[config.mk]
export PLATFORM = sky130hd
export DESIGN_NAME = vfp_config_sequencer_flat
export DESIGN_NICKNAME = d
export VERILOG_FILES = /design/src/rtl/vfp_config_sequencer_if.sv /design/src/rtl/vfp_config_sequencer.sv /design/src/flat_wrapper.sv
export SDC_FILE = /design/constraint.sdc
export NUM_CORES = 1
export LEC_CHECK = 0
export CAP_MARGIN = 40
export CORE_MARGIN = 4
export CORE_UTILIZATION = 35
export CTS_CLUSTER_SIZE = 8
export DETAILED_ROUTE_END_ITERATION = 8
export PLACE_DENSITY = 0.72
export SLEW_MARGIN = 5
export SYNTH_ARGS = -nofsm -noshare
export SYNTH_HDL_FRONTEND = slang
export SYNTH_SLANG_ARGS = --single-unit
[constraint.sdc]
create_clock -name ACLK -period 2.43 [get_ports ACLK]
set_input_delay 0.243 -clock ACLK [delete_from_list [all_inputs] [get_ports ACLK]]
set_output_delay 0.243 -clock ACLK [all_outputs]
set_load 0.05 [all_outputs]
[src/rtl/vfp_config_sequencer_if.sv]
// AXI4-Lite write-only channel bundle used by the config sequencer.
interface vfp_config_sequencer_if #(
  parameter int ADDR_WIDTH = 8,
  parameter int DATA_WIDTH = 32
);
  logic [ADDR_WIDTH-1:0] AWADDR;
  logic                  AWVALID;
  logic                  AWREADY;
  logic [DATA_WIDTH-1:0] WDATA;
  logic                  WVALID;
  logic                  WREADY;
  logic [1:0]            BRESP;
  logic                  BVALID;
  logic                  BREADY;

  modport master (
    output AWADDR, AWVALID, WDATA, WVALID, BREADY,
    input  AWREADY, WREADY, BRESP, BVALID
  );

  modport slave (
    input  AWADDR, AWVALID, WDATA, WVALID, BREADY,
    output AWREADY, WREADY, BRESP, BVALID
  );
endinterface

[src/rtl/vfp_config_sequencer.sv]
// Walks a register table and issues one AXI4-Lite write per entry,
// optionally aligned to the vertical blanking after a camera frame.
// TIMEOUT must be >= 1; RESP waits at most TIMEOUT cycles for BVALID.
module vfp_config_sequencer #(
  parameter  int ADDR_WIDTH  = 8,
  parameter  int DATA_WIDTH  = 32,
  parameter  int NUM_ENTRIES = 16,
  parameter  int TIMEOUT     = 255,
  localparam int IW          = (NUM_ENTRIES > 1) ? $clog2(NUM_ENTRIES) : 1
) (
  input  logic                  ACLK,
  input  logic                  ARESETN,
  input  logic                  start,
  input  logic                  sync_to_frame,
  input  logic                  fvalid,
  output logic [IW-1:0]         tbl_index,
  input  logic [ADDR_WIDTH-1:0] tbl_addr,
  input  logic [DATA_WIDTH-1:0] tbl_data,
  output logic                  busy,
  output logic                  done,
  output logic [1:0]            err_code,
  output logic [IW-1:0]         err_index,
  vfp_config_sequencer_if.master axi
);
  localparam int CW = $clog2(TIMEOUT + 1);

  typedef enum logic [2:0] {
    IDLE, WAIT_BLANK, WAIT_FRAME_END, WRITE, RESP, NEXT, FINISH
  } state_t;

  state_t        state, nxt;
  logic [CW-1:0] cnt;
  logic          last_ent;

  logic aw_hs, w_hs, aw_fin, w_fin;
  logic b_ok, b_err, resp_to, at_last, load;

  assign aw_hs   = axi.AWVALID & axi.AWREADY;
  assign w_hs    = axi.WVALID & axi.WREADY;
  // a channel is finished once its VALID has dropped or handshakes this cycle
  assign aw_fin  = !axi.AWVALID | aw_hs;
  assign w_fin   = !axi.WVALID | w_hs;
  assign b_ok    = axi.BVALID && (axi.BRESP == 2'd0);
  assign b_err   = axi.BVALID && (axi.BRESP != 2'd0);
  assign resp_to = !axi.BVALID && (cnt == CW'(TIMEOUT - 1));
  assign at_last = (tbl_index == IW'(NUM_ENTRIES - 1));
  // address/data are captured on the edge that enters WRITE; tbl_index
  // already points at the entry being written during the preceding cycle
  assign load    = (nxt == WRITE) && (state != WRITE);

  assign busy       = (state != IDLE) && (state != FINISH);
  assign done       = (state == FINISH);
  assign axi.BREADY = (state == RESP);

  // state register
  always_ff @(posedge ACLK) begin
    if (!ARESETN) state <= IDLE;
    else          state <= nxt;
  end

  // next-state decode
  always_comb begin
    nxt = state;
    unique case (state)
      IDLE:           if (start) nxt = sync_to_frame ? WAIT_BLANK : WRITE;
      WAIT_BLANK:     if (fvalid) nxt = WAIT_FRAME_END;
      WAIT_FRAME_END: if (!fvalid) nxt = WRITE;
      WRITE:          if (aw_fin && w_fin) nxt = RESP;
      RESP: begin
        if (b_ok)                  nxt = NEXT;
        else if (b_err || resp_to) nxt = FINISH;
      end
      NEXT:           nxt = last_ent ? FINISH : WRITE;
      FINISH:         nxt = IDLE;
      default:        nxt = IDLE;
    endcase
  end

  // write channel, index, response counter and error capture
  always_ff @(posedge ACLK) begin
    if (!ARESETN) begin
      axi.AWADDR  <= '0;
      axi.WDATA   <= '0;
      axi.AWVALID <= 1'b0;
      axi.WVALID  <= 1'b0;
      tbl_index   <= '0;
      err_code    <= 2'd0;
      err_index   <= '0;
      cnt         <= '0;
      last_ent    <= 1'b0;
    end else begin
      if (state == IDLE && start) begin
        err_code  <= 2'd0;
        err_index <= '0;
        tbl_index <= '0;
      end
      if (load) begin
        axi.AWADDR  <= tbl_addr;
        axi.WDATA   <= tbl_data;
        axi.AWVALID <= 1'b1;
        axi.WVALID  <= 1'b1;
      end else begin
        if (aw_hs) axi.AWVALID <= 1'b0;
        if (w_hs)  axi.WVALID  <= 1'b0;
      end
      cnt <= (state == RESP) ? cnt + CW'(1) : '0;
      if (state == RESP) begin
        if (b_ok) begin
          // advance here so NEXT already presents the following entry
          last_ent <= at_last;
          if (!at_last) tbl_index <= tbl_index + IW'(1);
        end else if (b_err) begin
          err_code  <= 2'd1;
          err_index <= tbl_index;
        end else if (resp_to) begin
          err_code  <= 2'd2;
          err_index <= tbl_index;
        end
      end
      // park the index at 0 so a start on the first IDLE cycle reads entry 0
      if (state == FINISH) tbl_index <= '0;
    end
  end
endmodule

[src/flat_wrapper.sv]
// flat-port wrapper written by rule: the top's interface ports become plain ports
module vfp_config_sequencer_flat 
#(
  parameter  int ADDR_WIDTH  = 8,
  parameter  int DATA_WIDTH  = 32,
  parameter  int NUM_ENTRIES = 16,
  parameter  int TIMEOUT     = 255,
  localparam int IW          = (NUM_ENTRIES > 1) ? $clog2(NUM_ENTRIES) : 1
)
  (ACLK, ARESETN, start, sync_to_frame, fvalid, tbl_index, tbl_addr, tbl_data, busy, done, err_code, err_index, axi_AWADDR, axi_AWVALID, axi_WDATA, axi_WVALID, axi_BREADY, axi_AWREADY, axi_WREADY, axi_BRESP, axi_BVALID);
  vfp_config_sequencer_if #(.ADDR_WIDTH(ADDR_WIDTH), .DATA_WIDTH(DATA_WIDTH)) axi_i ();
  input  logic ACLK;
  input  logic ARESETN;
  input  logic start;
  input  logic sync_to_frame;
  input  logic fvalid;
  output logic [IW-1:0] tbl_index;
  input  logic [ADDR_WIDTH-1:0] tbl_addr;
  input  logic [DATA_WIDTH-1:0] tbl_data;
  output logic busy;
  output logic done;
  output logic [1:0] err_code;
  output logic [IW-1:0] err_index;
  output wire logic [$bits(axi_i.AWADDR)-1:0] axi_AWADDR;
  output wire logic [$bits(axi_i.AWVALID)-1:0] axi_AWVALID;
  output wire logic [$bits(axi_i.WDATA)-1:0] axi_WDATA;
  output wire logic [$bits(axi_i.WVALID)-1:0] axi_WVALID;
  output wire logic [$bits(axi_i.BREADY)-1:0] axi_BREADY;
  input wire logic [$bits(axi_i.AWREADY)-1:0] axi_AWREADY;
  input wire logic [$bits(axi_i.WREADY)-1:0] axi_WREADY;
  input wire logic [$bits(axi_i.BRESP)-1:0] axi_BRESP;
  input wire logic [$bits(axi_i.BVALID)-1:0] axi_BVALID;
  assign axi_AWADDR = axi_i.AWADDR;
  assign axi_AWVALID = axi_i.AWVALID;
  assign axi_WDATA = axi_i.WDATA;
  assign axi_WVALID = axi_i.WVALID;
  assign axi_BREADY = axi_i.BREADY;
  assign axi_i.AWREADY = axi_AWREADY;
  assign axi_i.WREADY = axi_WREADY;
  assign axi_i.BRESP = axi_BRESP;
  assign axi_i.BVALID = axi_BVALID;
  vfp_config_sequencer #(.ADDR_WIDTH(ADDR_WIDTH), .DATA_WIDTH(DATA_WIDTH), .NUM_ENTRIES(NUM_ENTRIES), .TIMEOUT(TIMEOUT)) u_core (.ACLK(ACLK), .ARESETN(ARESETN), .start(start), .sync_to_frame(sync_to_frame), .fvalid(fvalid), .tbl_index(tbl_index), .tbl_addr(tbl_addr), .tbl_data(tbl_data), .busy(busy), .done(done), .err_code(err_code), .err_index(err_index), .axi(axi_i));
endmodule
# Word level (Yosys, flattened, before mapping)
# Index checks and enable logic that the tools add are counted.
# word_totals
ff_bits	64
input_bits	50
word_cells	75
# op_classes
addsub	2
eq_ne	11
muxes	27
bitwise_logic	5
n_reduce_logical	20
# op_table
cell	count
2-to-1 mux 4 bit	9
2-to-1 mux 3 bit	7
one-hot mux 3 bit (6 select lines)	1
2-to-1 mux 2 bit	6
== test 3 x 2 -> 1 bit, second input constant	3
== test 3 bit, second input constant	3
adder 8 x 1 -> 8 bit, second input constant	1
== test 8 bit, second input constant	1
logical AND 1 bit	7
nonzero test 2 bit	3
adder 4 x 1 -> 4 bit, second input constant	1
== test 4 bit, second input constant	1
2-to-1 mux 1 bit	4
AND reduction 2 bit	2
== test 3 x 1 -> 1 bit, second input constant	1
logical NOT 1 bit	3
logical NOT 3 bit	1
!= test 3 x 2 -> 1 bit, second input constant	1
!= test 3 bit, second input constant	1
nonzero test 3 bit	1
AND 1 bit	2
logical NOT 2 bit	1
bitwise OR 1 bit	2
OR reduction 2 bit	1
2 further kinds	2

# Depth between registers and ports, before layout
# Gate-level depths: netlist of run 1.
# logic_depth
word_depth	9
depth_mapped	10
depth_no_buf	7

# Worst setup path after synthesis of run 1
# Ideal clock, no wire load.
# synth_path
kind	reg-to-reg
startpoint	register u_core.state[1]
endpoint	register u_core.axi.AWADDR[0]
setup_ns	0.072
arrival_ns	2.086
required_ns	2.358
slack_ns	0.272
path_stages_with_launch	11
path_buffers	3
synth_period_minus_slack_ns	2.158
cell_sequence	dfxtp_1 > buf_2 > nor2_1 > nand2_1 > inv_2 > and3_1 > buf_4 > a211oi_2 > a211oi_4 > buf_6 > mux2i_1
# synth_via
word_cells_on_any_way	16
cone_classes	eq/ne: 7; mux: 7; reduce/logical: 2
# synth_lines
item	line	rtl
from (decl)	vfp_config_sequencer.sv:31	state_t state, nxt;
from (signal assigned)	vfp_config_sequencer.sv:58	else state <= nxt;
== test 3 bit	-	
named net axi_BREADY	flat_wrapper.sv:28	output wire logic [$bits(axi_i.BREADY)-1:0] axi_BREADY;
one-hot mux 3 bit (6 select lines)	vfp_config_sequencer.sv:64	unique case (state)
== test 3 x 2 -> 1 bit	vfp_config_sequencer.sv:49	assign load = (nxt == WRITE) && (state != WRITE);
logical AND 1 bit	vfp_config_sequencer.sv:49	
to (signal assigned)	vfp_config_sequencer.sv:98	axi.AWADDR <= tbl_addr;
to (decl)	vfp_config_sequencer_if.sv:17	output AWADDR, AWVALID, WDATA, WVALID, BREADY,
# The timed path passes the listed nets, and every way through them passes these cells.
# A chain may end at the register's enable or synchronous reset.

# Final worst setup path of run 1
# layout_path
startpoint	register u_core.state[2]
endpoint	output port done
# layout_via
elab_chain_len	1
# layout_lines
item	line	rtl
== test 3 bit	vfp_config_sequencer.sv:52	assign done = (state == FINISH);
to (decl)	flat_wrapper.sv:21	output logic done;
# No other way between the ends.

==> flow_summary.ini, run 1 <==
[critical_path]
cp_slowest_stage_delay_ps = 830
r2r_slack_ps = 280
critical_path_class = reg2out
worst_ep_required_time_ps = 2190
arrival_ps = 1990
cp-end-kind = primary output
cp_max_fo = 12
crit_path_top_delay_cell = clkdlybuf4s50_1
crit_path_start_kind = flip-flop
crit_chain = nand2_1, nor2_1, clkdlybuf4s50_1
path_delay_family = buffers and inverters
path_buf_inv = 1

[global_route]
grt_pass1_wl_um = 11000
antenna_found_initial = 0
grt_max_degree = 43
grt_pass1_vias = 2388
grt_usage_pct = 14.0
grt_overflow = 0

[die]
fp.dieW_um = 97.1
dieHeight_um = 97.1
start_util_pct = 35.9
coreArea_um2 = 7730
ioPinCount = 105
fp.dieArea_um2 = 9430
rows = 32

[synth]
syn-cell-area_um2 = 2780
yosysSeqAreaShare_pct = 46.1
ys_ff_latch = 64
synth_cells = 319
syn_area_per_cell_um2 = 8.71
synthArstFlopShare_pct = 0
synth_cell_types = 40
ys_warn_count = 0
synth.largest_area_cell = dfxtp_1
synth.area.top_cells = dfxtp_1 46%, mux2i_1 14%, nand2_1 13%
netlist.area_leader.share_pct = 46.1
synth-edff-count = 0
synth_nets = 372
synth_ff_type = dfxtp_1

[cells_and_area]
areaGrowthSynthToFinish_pct = 47.8
seq_area_um2 = 1280
nNetsFinal = 478
num_antenna_cells = 0
multi_input_area_um2 = 1370
final_cells = 531
nFillCells = 727
drive_gt1_share_pct = 6.99

[cts]
clockBufferDepth = 2
htreeDepth = 3
clock-sinks = 64
clkTransAtPathRegs_ps = 70
root_buffer = clkbuf_8
cts-buffers-inserted = 9
clock_latency_ps = 330
post_cts_buffers = 0
cts_hold_buf = 0
cts_tree = yes

[place]
port_buffers = 104
post-place-cells = 516
gp_congestion = 0.829
dp.final_hpwl_um = 4790

[power_and_ir_drop]
power_density_nw_per_um2 = 719
ir_drop_mv = 0.355
total_power_uw = 2950
p_leak_uw = 0.00155

[timing]
fin_crit_sh_pct = 91.7
fin_worst_skew_ps = 5.65
final_max_slew_viol_count = 0
relSlewSlack_pct = 61.1
setup-tns-final_ps = 0
rsz0062_at_grt = no
min_period_ps = 2230
setup_viol = 0
fmaxAchievable_mhz = 449
finalHoldViolCount = 0
worst_slew_pin_slew_ps = 584

[detailed_routing]
routed_wl_um = 6650
vias = 2508
wire_per_inst_um = 12.5
firstDrtPassIters = 4
drt_drc_violations_left = 0
postRouteAntennaNets = 0
vias_per_cell = 4.72
drt_iter0_markers = 49

[run_status]
status = finished, final reports clean

[job]
drv_cap = 0

[worst_hold_path]
hold_path_class = in2reg
-- through the flow --
step / utilization (%) / hold slack [ps] / instance area (um^2) / setup slack, ps
6_report: 53.1 / 437 / 4110 / 201
5_1_grt: 53.1 / 445 / 4110 / 106
4_1_cts: 53.1 / 444 / 4100 / 90.4
3_5_place_dp: 50.7 / 449 / 3920 / 99.6
3_3_place_gp: 50.7 / 441 / 3920 / 149
2_1_floorplan: - / 385 / 2780 / 272
-- flip-flops by register name, summed over array words and instances (netlist names) --
signal and cells:
u_core.cnt 8, u_core.axi.AWVALID 1, u_core.err_code 2, u_core.last_ent 1, u_core.state 3, u_core.axi.WDATA 32
u_core.tbl_index 4, u_core.axi.WVALID 1, u_core.err_index 4, u_core.axi.AWADDR 8
-- cells by family (layout without fill, tap and decap cells) --
family                   after synthesis  after routing  synth area share (%)
AO/OA/AOI/OAI                         35             35                  8.42
XOR/XNOR                               6              6                  1.89
AND/OR/NAND/NOR                      147            147                  23.0
buffers and inverters                 23            133                  4.41
adder cells (fa/ha/maj)                3              3                  1.35
multiplexers                          41             41                  14.8
flip-flops                            64             64                  46.1
-- per-layer routing --
metal | vias to the layer above | share of wire (%) | GRT usage, %
met3 | 13 | 7.8 | 5.17
met2 | 70 | 45 | 22.1
met5 | - | 0 | 0
met1 | 1153 | 45 | 16.9
li1 | 1272 | - | -
met4 | 0 | 1.8 | 6.16
-- path summary, 6_finish.rpt --
| kind | cells after the start | startpoint | to |
|---|---|---|---|
| min | 3 | ARESETN | u_core.axi.WDATA[8] |
| max reg2reg | 7 | u_core.state[2] | u_core.axi.WDATA[1] |
| max | 3 | u_core.state[2] | done |
| min reg2reg | 2 | u_core.axi.WDATA[16] | u_core.axi.WDATA[16] |
-- power by group --
group          leakage, uW  internal [uW]  switching, uW
sequential        0.000519           1140           60.8
clock            0.0000948            464            403
combinational     0.000937            350            535
-- layout make-up --
| class | count | share of cell area [%] |
|---|---|---|
| clock buffer | 9 | 3.02 |
| multi-input combinational | 232 | 33.5 |
| sequential | 64 | 31.2 |
| tap | 102 | 3.11 |
| timing repair buffer | 113 | 27.2 |
| inverter | 5 | 0.457 |
| clock inverter | 6 | 1.49 |
-- layout by cell type (no fill, tap or decap), types with 2 or more instances in the layout --
master           Yosys  layout
inv_1                4       4
or3_1                3       3
o21ai_0              9       9
clkinv_2             0       3
nor2_1              14      14
nand2b_1             4       4
o21a_1               6       6
mux2i_1             40      40
clkdlybuf4s50_1      0     102
nand2_1             98      98
clkbuf_8             0       9
xor2_1               4       4
nand3_1              8       8
xnor2_1              2       2
and3_1              10      10
a21oi_1              9       9
dfxtp_1             64      64
o21ai_1              2       2
ha_1                 3       3
buf_4                1       8
nor2b_1              2       2
-- synth_stat cells (2+ instances only) --
master,n
xor2_1,4
nand2_1,98
buf_6,4
nand2b_1,4
o21a_1,6
nand3_1,8
o21ai_0,9
or3_1,3
o21ai_1,2
mux2i_1,40
inv_1,4
ha_1,3
xnor2_1,2
nor2_1,14
a21oi_1,9
clkbuf_1,11
dfxtp_1,64
and3_1,10
buf_2,2
nor2b_1,2
-- timing repair --
| action | CTS | global route |
|---|---|---|
| resized for setup | 0 | 1 |
| hold endpoints to repair | 0 | 0 |
| setup endpoints to repair | 0 | 1 |
-- worst register-to-register path, delay by kind of cell, from the launching register on --
kind                   cells  cell delay, ps
AOI/OAI and AO/OA          2             410
buffers and inverters      2             400
DFF                        1             530
muxes                      1             260
and+or+nand+nor            2             480
Power figures use the tool's default switching activity.
==> run 2: changes to the inputs <==
PLACE_DENSITY = 0.62   (was 0.72)
==> flow_summary.ini, run 2 (synthesis gave the netlist of run 1 again) <==
[run_status]
status = finished, final reports clean

[cts]
cts_tree = yes
clkTransAtPathRegs_ps = 70
clockBufferDepth = 2
htreeDepth = 3
cts_hold_buf = 0
post_cts_buffers = 0
cts-buffers-inserted = 9
clock_latency_ps = 330
root_buffer = clkbuf_8
clock-sinks = 64

[power_and_ir_drop]
ir_drop_mv = 0.433
p_leak_uw = 0.00153
power_density_nw_per_um2 = 711

[detailed_routing]
firstDrtPassIters = 4
vias_per_cell = 4.69
drt_iter0_markers = 65
drt_drc_violations_left = 0
vias = 2471
routed_wl_um = 6780
postRouteAntennaNets = 0
wire_per_inst_um = 12.9

[cells_and_area]
multi_input_area_um2 = 1370
largest_register_ffs = 32
regMostFlops = u_core.axi.WDATA
top_regs = u_core.axi.WDATA (32), u_core.axi.AWADDR (8), u_core.cnt (8)
areaGrowthSynthToFinish_pct = 46.3
num_antenna_cells = 0
final_common_cell = clkdlybuf4s50_1
seq_area_um2 = 1280
drive_gt1_share_pct = 5.88
design_area_um2 = 4060
mostFrequentLayoutCells = 102 x clkdlybuf4s50_1, 98 x nand2_1, 64 x dfxtp_1, 40 x mux2i_1, 14 x nor2_1
nFillCells = 743
nNetsFinal = 474

[timing]
fin_worst_skew_ps = 7.07
final_max_slew_viol_count = 0
setup-tns-final_ps = 0
relSlewSlack_pct = 60.0
finalHoldViolCount = 0
rsz0062_at_grt = no
fin_crit_sh_pct = 89.1
min_period_ps = 2160
setup_ws_ps = 266
worst_slew_pin_slew_ps = 599
fmaxAchievable_mhz = 462
hold_slack_ps = 255
setup_viol = 0

[critical_path]
reg2reg_depth = 8
critical_path_class = reg2reg
critPathCapture = u_core.axi.AWADDR[4]
arrival_ps = 2420
r2r-end = u_core.axi.AWADDR[4]
crit_path_start_kind = flip-flop
cp_max_fo = 42
r2r_start = u_core.state[1]
worst_ep_required_time_ps = 2690
critPathLaunch = u_core.state[1]
cp-end-kind = flip-flop
r2r_slack_ps = 270

[place]
port_buffers = 104
dp_slack_ps = 109
gp_congestion = 0.788
dp.final_hpwl_um = 4750
postPlaceCellArea_um2 = 3890

[die]
rows = 32
start_util_pct = 35.9
ioPinCount = 105
coreArea_um2 = 7730
fp.dieArea_um2 = 9430
dieHeight_um = 97.1
fp.dieW_um = 97.1

[global_route]
antenna_found_initial = 0
grt_pass1_wl_um = 11000
grt_usage_pct = 14.1
grt_pass1_vias = 2385
grt_overflow = 0
grt_max_degree = 66

[job]
drv_cap = 0

[worst_hold_path]
hold_path_class = in2reg
[run 2: layout make-up]
| cell class | count | area share [%] |
|---|---|---|
| Inverter | 5 | 0.462 |
| Clock buffer | 12 | 3.82 |
| Multi-Input combinational cell | 232 | 33.8 |
| Tap cell | 102 | 3.14 |
| Clock inverter | 3 | 0.431 |
| Timing Repair Buffer | 109 | 26.8 |
| Sequential cell | 64 | 31.5 |
[run 2: worst min-delay path by stage]
| stage | end | slack (ps) | depth (start not counted) | start |
|---|---|---|---|---|
| floorplan | u_core.axi.WDATA[30] | 390 | 2 | tbl_data[30] |
| global placement | u_core.axi.WDATA[4] | 440 | 2 | u_core.axi.WDATA[4] |
| detailed placement | u_core.axi.WDATA[7] | 450 | 2 | u_core.axi.WDATA[7] |
| CTS | u_core.err_index[0] | 240 | 2 | ARESETN |
| global route | u_core.err_index[0] | 250 | 2 | ARESETN |
| finish | u_core.err_index[0] | 250 | 2 | ARESETN |
[run 2: metal layers]
layer	wire, um	global-route usage (%)	vias to the layer above
met2	3070	21.4	71
met3	665	7.68	9
met5	0	0	-
met1	2970	16.9	1125
met4	81	4.54	0
li1	-	-	1266
[run 2: stage by stage]
| step | total power [uW] | util, % | cells |
|---|---|---|---|
| after floorplan | 1810 | - | 319 |
| after CTS | 2930 | 52.5 | 527 |
| after global placement | 2100 | 50.3 | 512 |
| final | 2890 | 52.6 | 527 |
| after global routing | 3040 | 52.6 | 527 |
| after detailed placement | 2110 | 50.3 | 512 |
[run 2: critical path, cell delays in order (launching register included)]
cell and delay, ps:
dfxtp_1 410, nor2_1 180, nand2_1 140, inv_2 80, and3_1 300, a211oi_2 110
a211oi_4 290, buf_12 310, mux2i_1 230
[run 2: power breakdown]
| group | internal (uW) | switching, uW | total [uW] |
|---|---|---|---|
| clock network | 417 | 393 | 810 |
| registers | 1140 | 57.2 | 1200 |
| logic | 345 | 537 | 882 |
| total | 1900 | 987 | 2890 |
[run 2: timing repair]
item	CTS	global route
endpoints found under the setup margin	0	1
hold endpoints to repair	0	0
resized for setup	0	1
==> run 3: changes to the inputs <==
--- a/constraint.sdc
+++ b/constraint.sdc
@@ -3,2 +3,2 @@
 set_output_delay 0.243 -clock ACLK [all_outputs]
-set_load 0.05 [all_outputs]
+set_load 0.02 [all_outputs]
==> flow_summary.ini, run 3 (synthesis gave the netlist of run 1 again) <==
[run_status]
status = finished, final reports clean

[critical_path]
path_buf_inv = 2
critical_path_class = reg2reg
path_delay_family = simple AND/OR/NAND/NOR gates
cp_slowest_stage_delay_ps = 410
worst_ep_required_time_ps = 2690
cp_max_fo = 42
crit_path_top_delay_cell = dfxtp_1
crit_path_start_kind = flip-flop
arrival_ps = 2420
crit_chain = nor2_1, nand2_1, inv_2, and3_1, a211oi_2, a211oi_4, buf_12, mux2i_1
cp-end-kind = flip-flop

[cells_and_area]
areaGrowthSynthToFinish_pct = 46.2
nNetsFinal = 474
mostFrequentLayoutCells = 103 x clkdlybuf4s50_1, 98 x nand2_1, 64 x dfxtp_1, 40 x mux2i_1, 14 x nor2_1
final_common_cell = clkdlybuf4s50_1
largest_register_ffs = 32
drive_gt1_share_pct = 5.88
regMostFlops = u_core.axi.WDATA
num_antenna_cells = 0
top_regs = u_core.axi.WDATA (32), u_core.axi.AWADDR (8), u_core.cnt (8)
final_cells = 527
nFillCells = 742

[cts]
clock-sinks = 64
cts-buffers-inserted = 9
htreeDepth = 3
cts_tree = yes
cts_resized = 0
root_buffer = clkbuf_8
post_cts_buffers = 0
clkTransAtPathRegs_ps = 70
clockBufferDepth = 2
cts_hold_buf = 0
clock_latency_ps = 330

[place]
dp_slack_ps = 109
port_buffers = 104
post-place-cells = 512
gp_congestion = 0.788
dp.final_hpwl_um = 4750

[global_route]
antenna_found_initial = 0
grt_usage_pct = 14.1
use_met3_pct = 7.68
use_met1_pct = 16.9
grt_pass1_vias = 2385
grt_busiest_layer = met2
met2_usage_pct = 21.4
grt_max_degree = 66
grt_pass1_wl_um = 11000
grt_overflow = 0

[detailed_routing]
vias = 2471
wire_per_inst_um = 12.9
postRouteAntennaNets = 0
vias_per_cell = 4.69
drt_iter0_markers = 65
routed_wl_um = 6780
drt_drc_violations_left = 0
firstDrtPassIters = 4

[timing]
setup-tns-final_ps = 0
final_max_slew_viol_count = 0
relSlewSlack_pct = 60.0
fin_worst_skew_ps = 7.07
setup_ws_ps = 266
rsz0062_at_grt = no
setup_viol = 0
finalHoldViolCount = 0
fin_crit_sh_pct = 89.1
fmaxAchievable_mhz = 462
min_period_ps = 2160
worst_slew_pin_slew_ps = 599

[worst_hold_path]
hold_path_class = in2reg

[job]
drv_cap = 0

[die]
dieHeight_um = 97.1
start_util_pct = 35.9
fp.dieW_um = 97.1
coreArea_um2 = 7730
fp.dieArea_um2 = 9430
ioPinCount = 105
rows = 32

[power_and_ir_drop]
total_power_uw = 2690
ir_drop_mv = 0.405
power_density_nw_per_um2 = 663
p_leak_uw = 0.00151
-- run 3: path summary, 6_finish.rpt --
kind	slack, ps	cells past startpoint	startpoint	endpoint
max	270	8	u_core.state[1]	u_core.axi.AWADDR[4]
min	250	2	ARESETN	u_core.err_index[0]
max reg2reg	270	8	u_core.state[1]	u_core.axi.AWADDR[4]
min reg2reg	460	2	u_core.axi.WDATA[9]	u_core.axi.WDATA[9]
-- run 3: cell type report --
| class | instances | area (um^2) | share of cell area [%] |
|---|---|---|---|
| clock buffer | 12 | 155 | 3.82 |
| multi-input combinational | 232 | 1370 | 33.8 |
| sequential | 64 | 1280 | 31.6 |
| timing repair buffer | 109 | 1090 | 26.7 |
| inverter | 5 | 18.8 | 0.462 |
| clock inverter | 3 | 17.5 | 0.431 |
| tap | 102 | 128 | 3.14 |
-- run 3: power by group --
group	switching [uW]	total [uW]	internal [uW]
registers	57.2	1200	1140
clock network	393	810	417
logic	337	684	347
-- run 3: through the flow --
step	instance area, um^2	hold WS, ps	utilization [%]
final	4060	255	52.5
after detailed placement	3890	447	50.3
after CTS	4060	239	52.5
after floorplan	2780	385	-
after global routing	4060	254	52.5
after global placement	3890	440	50.3
-- run 3: routing by layer --
metal / vias up / wire, um
li1: 1266 / -
met1: 1125 / 2960
met2: 71 / 3070
met3: 9 / 665
met4: 0 / 81
met5: - / 0
